[config.mk]
export PLATFORM = sky130hd
export DESIGN_NAME = pipe_stage
export DESIGN_NICKNAME = d
export VERILOG_FILES = /design/src/rtl/pipe_stage.sv
export SDC_FILE = /design/constraint.sdc
export NUM_CORES = 1
export LEC_CHECK = 0
export CORE_MARGIN = 5
export CORE_UTILIZATION = 50
export DETAILED_ROUTE_END_ITERATION = 6
export PLACE_DENSITY_LB_ADDON = 0.25
export SKIP_LAST_GASP = 1
export SYNTH_ARGS = -nofsm -noshare
export SYNTH_HDL_FRONTEND = slang
export SYNTH_SLANG_ARGS = --single-unit
[constraint.sdc]
create_clock -name clk -period 4.68 [get_ports clk]
set_input_delay 0.936 -clock clk [delete_from_list [all_inputs] [get_ports clk]]
set_output_delay 0.936 -clock clk [all_outputs]
set_load 0.05 [all_outputs]
[src/rtl/pipe_stage.sv]
// Inter-stage pipeline register with valid/ready handshake,
// one-entry skid buffer, synchronous flush and control-bit bubble masking.
module pipe_stage #(
   parameter int                DATA_W    = 136,
   parameter int                CTRL_W    = 5,
   parameter logic [DATA_W-1:0] RESET_VAL = '0
) (
   input  logic              clk,
   input  logic              rst_n,
   input  logic              flush_i,
   input  logic              in_valid_i,
   output logic              in_ready_o,
   input  logic [DATA_W-1:0] in_data_i,
   output logic              out_valid_o,
   input  logic              out_ready_i,
   output logic [DATA_W-1:0] out_data_o,
   output logic [1:0]        occ_o
);

   logic              main_v;
   logic              skid_v;
   logic [DATA_W-1:0] main_d;
   logic [DATA_W-1:0] skid_d;
   logic              push;
   logic              pop;
   logic              main_v_nxt;
   logic              skid_v_nxt;
   logic              load_main_in;
   logic              load_main_skid;
   logic              load_skid;
   logic [DATA_W-1:0] mask;

   assign push = in_valid_i & ~skid_v;
   assign pop  = main_v & out_ready_i;

   assign in_ready_o  = ~skid_v;
   assign out_valid_o = main_v;
   assign occ_o       = {1'b0, main_v} + {1'b0, skid_v};

   // Data moves only on real transitions; a flush clears valids but keeps data
   assign load_main_in   = ~flush_i & push & (~main_v | pop);
   assign load_main_skid = ~flush_i & skid_v & pop;
   assign load_skid      = ~flush_i & push & main_v & ~pop;

   always_comb begin
      main_v_nxt = main_v;
      skid_v_nxt = skid_v;
      if (flush_i) begin
         main_v_nxt = 1'b0;
         skid_v_nxt = 1'b0;
      end else if (skid_v) begin
         main_v_nxt = 1'b1;
         skid_v_nxt = ~pop;
      end else if (main_v) begin
         main_v_nxt = ~pop | push;
         skid_v_nxt = push & ~pop;
      end else begin
         main_v_nxt = push;
         skid_v_nxt = 1'b0;
      end
   end

   always_ff @(posedge clk or negedge rst_n) begin
      if (!rst_n) begin
         main_v <= 1'b0;
         skid_v <= 1'b0;
      end else begin
         main_v <= main_v_nxt;
         skid_v <= skid_v_nxt;
      end
   end

   always_ff @(posedge clk or negedge rst_n) begin
      if (!rst_n) begin
         main_d <= RESET_VAL;
      end else if (load_main_skid) begin
         main_d <= skid_d;
      end else if (load_main_in) begin
         main_d <= in_data_i;
      end
   end

   always_ff @(posedge clk or negedge rst_n) begin
      if (!rst_n) begin
         skid_d <= RESET_VAL;
      end else if (load_skid) begin
         skid_d <= in_data_i;
      end
   end

   always_comb begin
      mask = '1;
      for (int i = 0; i < DATA_W; i++) begin
         if (i < CTRL_W) mask[i] = main_v;
      end
   end

   assign out_data_o = main_d & mask;

endmodule

==> impl_metrics.ini, run 1 <==
[run_status]
status = finished, final reports clean

[placed_design]
port_buffers = 280
dp.cells = 1325
hpwl_um = 17090
gp_congestion = 0.7328
place_area_um2 = 15130

[logic_synthesis]
yosysSeqAreaShare = 0.5246
synth_top_area_cell = dfrtp_1
ys_top_cells_by_count = 328 x mux2_2, 274 x dfrtp_1, 141 x buf_4
yosysUniqueCellTypes = 20
synthTopCellsByArea = dfrtp_1 52%, mux2_2 28%, buf_4 8.1%
syn_nets = 1019
synth_edf_count = 0
synth-seq-cells = 274
synth_area_um2 = 13070
avgSynthCellArea_um2 = 14.90
ys_warn_count = 0
synth_top_area_frac = 0.5246
synthCells = 877
synth_most_common_cell = mux2_2
async_flop_share = 1.000
yosys_most_used_dff = dfrtp_1

[setup_path]
cpPeakStageDelay_ns = 0.84
slowest_stage = clkdlybuf4s50_1
criticalPathCategory = reg -> out
worst-path-max-fanout = 12
start_kind = flip-flop
reg2reg_slack_ns = 2.21
critical_path.endpoint_type = primary output
path_cells = ha_1 > clkdlybuf4s50_1
crit_arrival_ns = 2.32
crit_buf_inv = 1
crit_family = buffers and inverters
required_ns = 3.74

[clock_network]
cts-root-buf = clkbuf_16
cts_inserted_buffers = 30
holdBufCountCts = 0
clock_latency_ns = 0.53
post_cts_buffers = 0
htree_levels = 1
clockBufferDepth = 3
cts_sinks = 274
cts_resized = 0
clk_pin_slew_worst_paths_ns = 0.06
cts_tree = built

[finish]
n_fill_cell = 1979
diodes = 0
multi_input_area_um2 = 4885
layout.cells.non_filler = 1381
post-route-util = 0.6222
nets = 1164
layout-drive-gt1-share = 0.4082
syn_to_final_growth_pct = 23.36
seqCellArea_um2 = 6857
finish.instance_area_um2 = 16120

[worst_hold_path]
hold_path_class = in -> async

[floorplan]
rows = 59
io_pins = 281
die_y_um = 171.7
start_util = 0.5044
die_w_um = 171.7
core_area_um2 = 25910
die-area_um2 = 29470

[power]
power.leakage_uw = 0.006861
max-vdd-ir-drop_v = 0.0003149
powerDensity_nw_per_um2 = 495.8

[timing]
fin_crit_ns = 3.256
rsz0062_at_grt = false
period_share = 0.6957
clock.fmax_mhz = 307.1
worstMarginPinSlew_ns = 0.8880
maxSlewHeadroom = 0.4080
finalSetupTns_ns = 0
final_hold_viol_count = 0
fin_skew_ns = 0.009643
finalSetupViolCount = 0
maxSlewViolCount = 0

[drt]
drt-total-wl_um = 26240
wire_per_inst_um = 19.00
dr.first_iter.drc_count = 270
ant_nets = 0
remaining_drc_errors = 0
first_pass_iters = 4
via_per_inst = 5.057
vias = 6984

[global_routing]
antenna_found_initial = 2
grt_max_degree = 112
first_global_vias = 7727
grt_remaining_overflow = 0
grtUsageTotal = 0.1759
grt_pass1_wl_um = 42000

[flow_run]
cap_violations = 0
-- cells by family (layout without fill, tap and decap cells) --
| family | after synthesis | after routing | share of synthesized area |
|---|---|---|---|
| muxes | 408 | 408 | 0.3630 |
| DFF | 274 | 274 | 0.5246 |
| buffers and inverters | 179 | 348 | 0.1036 |
| and+or+nand+nor | 12 | 12 | 0.005743 |
| AOI/OAI and AO/OA | 3 | 3 | 0.002106 |
| adders and majority gates | 1 | 1 | 0.0009572 |
-- sequential cells by signal, summed over array words and instances (netlist names) --
signal and count:
main_d 136, out_valid_o 1, skid_d 136, skid_v 1
-- layer usage --
layer	GRT usage	vias up	share of wire
met3	0.06826	37	0.094
met5	0	-	0.00095
met4	0.04375	4	0.021
met2	0.2747	195	0.46
li1	-	3235	-
met1	0.2327	3513	0.43
-- metrics by stage --
| stage | hold slack, ns | setup WS, ns | power [uW] |
|---|---|---|---|
| after detailed placement | 0.4860 | 1.424 | 5716 |
| after global routing | 0.5088 | 1.338 | 8384 |
| after floorplan | 0.4718 | 2.482 | 5199 |
| final | 0.4422 | 1.424 | 7994 |
| after CTS | 0.4883 | 1.366 | 8096 |
| after global placement | 0.4796 | 1.494 | 5653 |
-- layout make-up --
class	count	share of cell area
clock buffers	51	0.05836
well taps	335	0.02600
flip-flops and latches	274	0.4253
repair buffers	290	0.1835
clock inverters	5	0.003492
multi-input cells	424	0.3030
inverters	2	0.0004656
-- layout by cell type (no fill, tap or decap) --
| cell | count |
|---|---|
| a2111oi_4 | 1 |
| a211oi_1 | 1 |
| a21oi_1 | 1 |
| and2_1 | 5 |
| buf_12 | 6 |
| buf_4 | 4 |
| buf_8 | 1 |
| bufinv_16 | 1 |
| clkbuf_1 | 11 |
| clkbuf_16 | 31 |
| clkbuf_8 | 9 |
| clkdlybuf4s50_1 | 279 |
| clkinv_2 | 2 |
| clkinv_4 | 1 |
| clkinvlp_4 | 1 |
| dfrtp_1 | 274 |
| ha_1 | 1 |
| inv_1 | 2 |
| mux2_1 | 40 |
| mux2_2 | 328 |
| mux2_4 | 40 |
| nand3_4 | 1 |
| nand4b_1 | 1 |
| nor2_1 | 3 |
| nor2b_4 | 1 |
| nor3_1 | 1 |
-- worst paths after layout --
kind | start | end | cells past startpoint
max | out_valid_o | occ_o[0] | 2
min reg2reg | skid_d[133] | skid_d[133] | 1
max reg2reg | out_valid_o | main_d[15] | 4
max in group asynchronous | rst_n | skid_d[52] | 2
min | rst_n | main_d[80] | 1
min in group clk | skid_d[133] | skid_d[133] | 1
-- report_power, final --
part	total [uW]	internal (uW)	switching, uW
registers	3240	2950	287
logic	2420	1070	1350
clock network	2340	1410	924
Power figures use the tool's default switching activity.
==> run 2, diff against run 1 <==
CORE_UTILIZATION = 46   (was 50)
clock period = 2.7 ns   (was 4.68 ns; I/O delays follow)
==> impl_metrics.ini, run 2 (synthesis gave the netlist of run 1 again) <==
[worst_hold_path]
hold_depth = 1
min_from = skid_d[100]
hold_path_class = reg -> reg
worstHoldEndpoint = skid_d[100]

[clock_network]
clockBufferDepth = 3
clock_latency_ns = 0.54
cts_inserted_buffers = 30
clk_pin_slew_worst_paths_ns = 0.06
htree_levels = 1
cts-root-buf = clkbuf_16
cts_tree = built
cts_sinks = 274

[power]
powerDensity_nw_per_um2 = 852.4
power_uw = 14050
max-vdd-ir-drop_v = 0.0006110
power.leakage_uw = 0.007060

[floorplan]
rows = 61
io_pins = 281
die_y_um = 178.6
die_w_um = 178.6
die-area_um2 = 31880
start_util = 0.4679
core_area_um2 = 27930

[global_routing]
first_global_vias = 7761
grt_max_degree = 64
grt_pass1_wl_um = 43050
antenna_found_initial = 2
grt_remaining_overflow = 0
grtUsageTotal = 0.1676

[setup_path]
critical_path.endpoint_type = primary output
r2r-end = main_d[31]
worst_r2r_path_depth = 5
crit_buf_inv = 2
reg2reg_slack_ns = 0.52
crit_family = buffers and inverters
required_ns = 2.16
crit_arrival_ns = 1.99
cpPeakStageDelay_ns = 0.85
path_cells = inv_1 > clkdlybuf4s50_1
criticalPathCategory = reg -> out
worst-path-max-fanout = 8
regToRegStartpoint = out_valid_o
slowest_stage = clkdlybuf4s50_1
start_kind = flip-flop

[timing]
finalSetupViolCount = 0
fin_skew_ns = 0.008925
finalSetupTns_ns = 0
worstMarginPinSlew_ns = 0.5743
maxSlewHeadroom = 0.6160
layout_setup_ws_ns = 0.1750
fin_crit_ns = 2.525
clock.fmax_mhz = 396.0
final_hold_viol_count = 0
period_share = 0.9352
rsz0062_at_grt = false
maxSlewViolCount = 0

[finish]
layout_common_cells = 328 x mux2_2, 274 x dfrtp_1, 271 x clkdlybuf4s50_1
layout-drive-gt1-share = 0.4250
mostFrequentLayoutCell = mux2_2
nets = 1186
largestRegisters = main_d (136), skid_d (136)
post-route-util = 0.5899
syn_to_final_growth_pct = 26.09

[placed_design]
gp_congestion = 0.7090
pre_cts_ws_ns = 0.1388
port_buffers = 280
hpwl_um = 18690

[drt]
ant_nets = 0
first_pass_iters = 4
remaining_drc_errors = 0
drt-total-wl_um = 27120
via_per_inst = 4.937
vias = 7134
dr.first_iter.drc_count = 227
wire_per_inst_um = 18.77

[flow_run]
cap_violations = 0

[run_status]
status = finished, final reports clean
[run 2: cell types whose count changed in the layout (fill, tap and decap cells not counted), sizes merged, moves of 2 or more]
cell           change
buf               +24
bufinv             +2
clkbuf             -5
clkdlybuf4s50      -8
clkinv             +2
dlygate4sd2        +4
[run 2: worst reg2reg max path, stage by stage (launching register included)]
cell and delay, ns:
dfrtp_1 0.62, inv_1 0.15, a2111oi_4 0.46, buf_4 0.24, buf_12 0.22, mux2_2 0.38
[run 2: timing repair]
action	CTS	global route
gates resized for setup	4	1
hold buffers	1	0
setup endpoints to repair	4	1
gates cloned	0	0
buffers inserted	0	0
hold endpoints to repair	54	0
[run 2: how the worst max path moves through the flow]
| stage | from | endpoint | slack (ns) | cells past startpoint |
|---|---|---|---|---|
| after floorplan | out_valid_o | main_d[100] | 0.56 | 7 |
| after global placement | out_ready_i | main_d[7] | 0.19 | 6 |
| after detailed placement | out_ready_i | main_d[19] | 0.14 | 6 |
| after CTS | out_valid_o | out_valid_o | 0.001 | 1 |
| after global routing | skid_v | in_ready_o | 0.09 | 2 |
| final | skid_v | in_ready_o | 0.17 | 2 |
[run 2: where the power goes]
part           internal, uW  leakage (uW)  total [uW]  switching, uW
sequential             5120       0.00329        5620            502
clock                  2590      0.000510        4190           1600
combinational          1890       0.00327        4230           2350
[run 2: area by class of cell]
cell class	instances	area, um2
clock buffers	46	912.1
clock inverters	8	115.1
diodes	1	2.502
fillers	2227	11450
inverters	2	7.507
flip-flops and latches	274	6857
multi-input cells	424	4885
well taps	378	473.0
repair buffers	312	3228
[run 2: stage by stage]
step	instance area (um2)	std cells	hold slack [ns]
after floorplan	13070	877	0.2444
after global placement	15440	1389	0.4797
after detailed placement	15440	1389	0.4855
after CTS	16470	1444	0.4989
after global routing	16480	1444	0.5053
final	16480	1445	0.4966
[run 2: metal layers]
| metal | up-vias | GRT usage | share of wire |
|---|---|---|---|
| met4 | 4 | 0.03550 | 0.019 |
| met5 | - | 0 | 0.00074 |
| li1 | 3288 | - | - |
| met2 | 208 | 0.2639 | 0.46 |
| met1 | 3593 | 0.2191 | 0.43 |
| met3 | 41 | 0.06910 | 0.096 |
